[config.mk]
export PLATFORM = sky130hd
export DESIGN_NAME = stream_serializer
export DESIGN_NICKNAME = d
export VERILOG_FILES = /design/src/rtl/stream_pkg.sv /design/src/rtl/stream_serializer.sv
export SDC_FILE = /design/constraint.sdc
export NUM_CORES = 1
export LEC_CHECK = 0
export CAP_MARGIN = 20
export CORE_ASPECT_RATIO = 1.5
export CORE_MARGIN = 10
export CORE_UTILIZATION = 53
export CTS_BUF_LIST = sky130_fd_sc_hd__clkbuf_4 sky130_fd_sc_hd__clkbuf_8
export DETAILED_ROUTE_END_ITERATION = 8
export MAX_ROUTING_LAYER = met4
export PLACE_DENSITY = 0.85
export SLEW_MARGIN = 20
export SYNTH_ARGS = -nofsm -noshare
export SYNTH_HDL_FRONTEND = slang
export SYNTH_SLANG_ARGS = --single-unit
export TNS_END_PERCENT = 20
[constraint.sdc]
create_clock -name clk -period 2.3 [get_ports clk]
set_clock_uncertainty 0.1 [all_clocks]
set_input_delay 0.345 -clock clk [delete_from_list [all_inputs] [get_ports clk]]
set_output_delay 0.345 -clock clk [all_outputs]
set_load 0.02 [all_outputs]
[src/rtl/stream_pkg.sv]
// Shared types and defaults for the stream serializer.
// Lane index and count types below match the default 4 x 8 configuration.
package stream_pkg;

    localparam int DEF_NUM_LANES = 4;
    localparam int DEF_LANE_W    = 8;

    typedef enum logic {
        IDLE = 1'b0,
        SEND = 1'b1
    } ser_state_e;

    typedef logic [$clog2(DEF_NUM_LANES)-1:0]   lane_idx_t;
    typedef logic [$clog2(DEF_NUM_LANES+1)-1:0] count_t;

endpackage

[src/rtl/stream_serializer.sv]
// Wide word to LANE_W beat serializer, lane 0 first, last_o on final beat.
// Build option STREAM_SER_PARTIAL_EN adds count_i to send only a lane prefix.
module stream_serializer
    import stream_pkg::*;
#(
    parameter int  NUM_LANES = DEF_NUM_LANES,
    parameter int  LANE_W    = DEF_LANE_W,
    localparam int CNT_W     = $clog2(NUM_LANES + 1)
) (
    input  logic                        clk,
    input  logic                        reset,
    input  logic                        valid_i,
    output logic                        ready_o,
    input  logic [NUM_LANES*LANE_W-1:0] data_i,
`ifdef STREAM_SER_PARTIAL_EN
    input  logic [CNT_W-1:0]            count_i,
`endif
    output logic                        valid_o,
    input  logic                        ready_i,
    output logic [LANE_W-1:0]           data_o,
    output logic                        last_o
);

    localparam int WORD_W = NUM_LANES * LANE_W;
    localparam int IDX_W  = $clog2(NUM_LANES);

    typedef logic [IDX_W-1:0] idx_t;
    typedef logic [CNT_W-1:0] cnt_t;

    ser_state_e          state_q, state_d;
    logic [WORD_W-1:0]   word_q, word_d;
    idx_t                idx_q, idx_d;
    cnt_t                n_q, n_d;
    logic [LANE_W-1:0]   data_d;
    logic                last_d;
    cnt_t                n_in;
    logic                beat;
    logic                load;

    function automatic logic [LANE_W-1:0] lane_of(
        input logic [WORD_W-1:0] w,
        input idx_t              i
    );
        return w[int'(i)*LANE_W +: LANE_W];
    endfunction

    function automatic logic is_last(input idx_t i, input cnt_t n);
        return (cnt_t'(i) + cnt_t'(1)) == n;
    endfunction

`ifdef STREAM_SER_PARTIAL_EN
    assign n_in = (count_i > cnt_t'(NUM_LANES)) ? cnt_t'(NUM_LANES)
                                                : count_i;
`else
    assign n_in = cnt_t'(NUM_LANES);
`endif

    assign valid_o = (state_q == SEND);
    assign beat    = valid_o && ready_i;
    // Reload on the last beat is what keeps back-to-back words bubble-free.
    assign ready_o = (state_q == IDLE) ||
                     ((state_q == SEND) && last_o && ready_i);

    always_comb begin
        state_d = state_q;
        word_d  = word_q;
        idx_d   = idx_q;
        n_d     = n_q;
        data_d  = data_o;
        last_d  = last_o;
        load    = 1'b0;

        unique case (state_q)
            IDLE: begin
                if (valid_i) begin
                    load = 1'b1;
                end
            end
            SEND: begin
                if (beat) begin
                    if (!last_o) begin
                        idx_d  = idx_q + idx_t'(1);
                        data_d = lane_of(word_q, idx_q + idx_t'(1));
                        last_d = is_last(idx_q + idx_t'(1), n_q);
                    end else if (valid_i) begin
                        load = 1'b1;
                    end else begin
                        state_d = IDLE;
                        last_d  = 1'b0;
                    end
                end
            end
        endcase

        if (load) begin
            word_d = data_i;
            n_d    = n_in;
            idx_d  = '0;
            // A zero-lane word is consumed without producing beats.
            if (n_in == '0) begin
                state_d = IDLE;
                last_d  = 1'b0;
            end else begin
                state_d = SEND;
                data_d  = data_i[LANE_W-1:0];
                last_d  = (n_in == cnt_t'(1));
            end
        end
    end

    always_ff @(posedge clk or posedge reset) begin
        if (reset) begin
            state_q <= IDLE;
            word_q  <= '0;
            idx_q   <= '0;
            n_q     <= '0;
            data_o  <= '0;
            last_o  <= 1'b0;
        end else begin
            state_q <= state_d;
            word_q  <= word_d;
            idx_q   <= idx_d;
            n_q     <= n_d;
            data_o  <= data_d;
            last_o  <= last_d;
        end
    end

endmodule

# Word level (Yosys, flattened, before mapping)
# Cells that the tools add are included.
[word_totals]
ff_bits = 45
in_bits = 36
[classes]
n_addsub = 2
n_eq_ne = 2
shifts = 1
muxes = 20
bitwise_logic = 1
reduce_logical = 8
[op_table]
columns = ["cell", "count"]
rows = [
  ["$mux W8", 4],
  ["$shiftx A32 B6 Y8", 1],
  ["$mux W1", 11],
  ["$mux W2", 4],
  ["$reduce_bool A2 Y1", 2],
  ["$add A2 B1 Y3 const B", 1],
  ["$eq A3 B3 Y1", 1],
  ["$logic_and A1 B1 Y1", 3],
  ["$reduce_and A3 Y1", 1],
  ["$add A2 B1 Y2 const B", 1],
  ["$ne A2 B1 Y1 const B", 1],
  ["$pmux W1 S2", 1],
  ["$reduce_and A2 Y1", 1],
  ["$logic_or A1 B1 Y1", 1],
  ["$not A1 Y1", 1],
]

# Depth between registers and ports, before layout
[depth]
depth_word = 7
ltp_mapped = 7

# Least setup slack after synthesis
# No wires, ideal clock.
[synth_timing]
path_type = "reg-to-reg"
start = "register state_q, in the netlist valid_o"
end = "register word_q[0]"
setup_time_ns = 0.125
arrival_ns = 1.436
t_required_ns = 2.075
slack_ns = 0.639
path_stages_with_launch = 6
path_buffers = 2
synth_period_minus_slack_ns = 1.661
cell_sequence = "dfrtp_1 > buf_6 > a21bo_4 > nand2_4 > buf_12 > mux2_4"
[synth_via]
elab_chain_len = 3
[synth_lines]
columns = ["item", "line", "rtl"]
rows = [
  ["start: declaration", "stream_serializer.sv:30", "ser_state_e state_q, state_d;"],
  ["start signal: assignment", "stream_serializer.sv:120", "state_q <= state_d;"],
  ["$logic_and A1 B1 Y1", "stream_serializer.sv:59", "assign beat = valid_o && ready_i;"],
  ["$mux W1", "stream_serializer.sv:80", "if (beat) begin"],
  ["$pmux W1 S2 *", "stream_serializer.sv:73", "unique case (state_q)"],
  ["end signal: assignment", "stream_serializer.sv:121", "word_q <= word_d;"],
  ["end: declaration", "stream_serializer.sv:31", "logic [WORD_W-1:0] word_q, word_d;"],
]
# Mark *: on every way between the ends. The rest lies on a longest branch, timed or not.
# A chain may end at the register's enable or synchronous reset.

# Worst setup path in the final report
[layout_timing]
start = "register state_q, in the netlist valid_o"
end = "output port ready_o"
[layout_via]
elab_chain_len = 3
[layout_lines]
columns = ["item", "line", "rtl"]
rows = [
  ["$logic_and A1 B1 Y1 (2 in series)", "stream_serializer.sv:62", "((state_q == SEND) && last_o && ready_i);"],
  ["$logic_or A1 B1 Y1 *", "stream_serializer.sv:61", "assign ready_o = (state_q == IDLE) ||"],
  ["end: declaration", "stream_serializer.sv:13", "output logic ready_o,"],
]
# Marks and branches as above.

==> results.cfg <==
[cells_and_area]
final_cell_mix = clkdlybuf4s50_1 (46), dfrtp_1 (45), mux2_4 (29)
area_growth_pct = 25.1
layout_commonest_cell = clkdlybuf4s50_1
drive_gt1_share_pct = 21.3
n_antenna_cell = 0
fin_util_pct = 69.3
fin_cells = 271
ff_latch_area_mm2 = 0.00113
multi_input_area_mm2 = 0.00112
final_nets = 262
fill_cells = 314
fin_area_mm2 = 0.00297

[critical_path]
cp_data_arrival_time_ps = 1650
critPathTopFamily = buffers and inverters
crit_chain = a21bo_4 -> clkdlybuf4s50_1
endpoint_kind = primary output
crit_type = reg2out
worstSetupStartpointType = flop
critPathMaxFanout = 11
worst-path-buf-inv = 1
slowest_stage = clkdlybuf4s50_1
cp_slowest_stage_delay_ps = 540
worst-r2r-setup-slack_ps = 480
cp.required_ps = 1860

[routing]
ant_nets = 0
drc = 0
viasPerCell = 5.61
dr.first_iter.drc_count = 89
routed_wl_mm = 5.19
num_vias = 1520
detail_route.wl_per_cell_um = 19.2
first_pass_iters = 4

[sta]
min_period_ps = 2090
tns_ps = 0
relSlewSlack_pct = 53.8
max_freq_mhz = 478
drv_slew = 0
setup_ws_ps = 209
hold_viol = 0
fin_hold_ws_ps = 263
tightest_slew_ps = 689
setup_viol = 0
rsz0062_at_grt = no
fin_crit_sh_pct = 90.9

[synth]
synth_area_per_cell_um2 = 13.4
synth_area_leaders = dfrtp_1 (47%), mux2_4 (18%), mux2i_1 (7.2%)
ys_ff_latch = 45
syn-cell-area_mm2 = 0.00237
yosys.area.top_type = dfrtp_1
yosysWarnings = 0
syn_inst = 177
syn_nets = 215
synthDominantCellAreaShare_pct = 47.5
synth_cell_types = 28
yosysSeqAreaShare_pct = 47.5

[die]
die_w_um = 74.6
start_util_pct = 55.4
row_count = 29
die_h_um = 102
dieArea_mm2 = 0.00760
coreArea_mm2 = 0.00428
ios = 47

[cts]
numCtsBuffers = 5
clk_latency_ps = 300
cts-resized-gates = 0
root_buffer = clkbuf_8
holdBufCountCts = 0
path_clk_slew_ps = 90
cts_tree = built
clock-sinks = 45
clk_path_buf_depth = 2
cts_setup_buffers = 0
htreeDepth = 2

[run]
cap_violations = 0

[placed_design]
dpl_cell_area_mm2 = 0.00285
port_buffers = 46
dp_hpwl_mm = 3.73
dp_cells = 263
routabilityCongestion = 0.797
dp_slack_ps = 247

[global_route]
grt_pass1_vias = 1685
grt_usage_pct = 14.8
antenna_found_initial = 0
grt_pass1_wl_mm = 8.47
grt_max_degree = 34
global_route.overflow_total = 0

[power]
power.total_mw = 3.79
p_leak_nw = 1.40
powerDensity_mw_per_mm2 = 1280
ir_worst_vdd_uv = 870

[worst_hold_path]
holdCritPathClass = in2async

[status]
status = completed
-- final timing paths --
check	start	end	depth (start not counted)
max in group asynchronous	reset	data_o[5]	3
min in group clk	n_q[2]	n_q[2]	1
worst max register to register	idx_q[0]	data_o[0]	6
worst min-delay path	reset	word_q[31]	2
worst max-delay path	valid_o	ready_o	2
worst min register to register	n_q[2]	n_q[2]	1
-- worst reg2reg max path: cells and delay by family (launching register included) --
kind                       cells  cell delay [ps]
adders and majority gates      1              280
buffers and inverters          2              400
DFF                            1              390
muxes                          1              310
AOI/OAI and AO/OA              2              220
-- area by class of cell --
| type | count | share of cell area [%] |
|---|---|---|
| clock buffers | 6 | 2.78 |
| clock inverters | 2 | 1.27 |
| repair buffers | 52 | 17.9 |
| inverters | 3 | 0.380 |
| multi-input cells | 117 | 37.8 |
| well taps | 46 | 1.94 |
| flip-flops and latches | 45 | 38.0 |
-- flip-flops by register name (all words and copies together) (netlist names) --
| register | cells |
|---|---|
| data_o | 8 |
| idx_q | 2 |
| n_q | 1 |
| valid_o | 1 |
| word_q | 32 |
| last_o | 1 |
-- synth_stat cells (all sizes together) --
cell / number
a21bo: 1
a21boi: 8
a21oi: 8
a22o: 2
buf: 9
clkbuf: 3
dfrtp: 45
ha: 2
inv: 3
mux2: 32
mux2i: 17
nand2: 1
nand2b: 14
nand4b: 2
nand4bb: 1
nor2: 8
nor2b: 1
o21ai: 1
o22a: 8
o22ai: 1
o2bb2ai: 1
o31ai: 8
xor2: 1
-- per-layer routing --
metal,GRT usage [%],vias to the layer above,share of wire [%]
met1,16.4,757,43
met2,24.8,30,51
met4,5.12,0,1.3
li1,-,727,-
met5,-,-,0
met3,4.17,6,4.0
-- report_power, final --
part	internal [mW]	leakage, nW	switching [mW]
Combinational	1.01	0.795	0.734
Sequential	1.17	0.543	0.244
Clock	0.353	0.0574	0.276
Total	2.54	1.40	1.25
-- kinds of logic after synthesis --
family	Yosys count	share of synthesized area, %
AOI/OAI and AO/OA	38	12.0
DFF	45	47.5
buffers and inverters	15	5.22
muxes	49	27.0
adders and majority gates	2	1.06
xor gates and xnor gates	1	0.369
and+or+nand+nor	27	6.91
(Power assumes the default switching activity.)
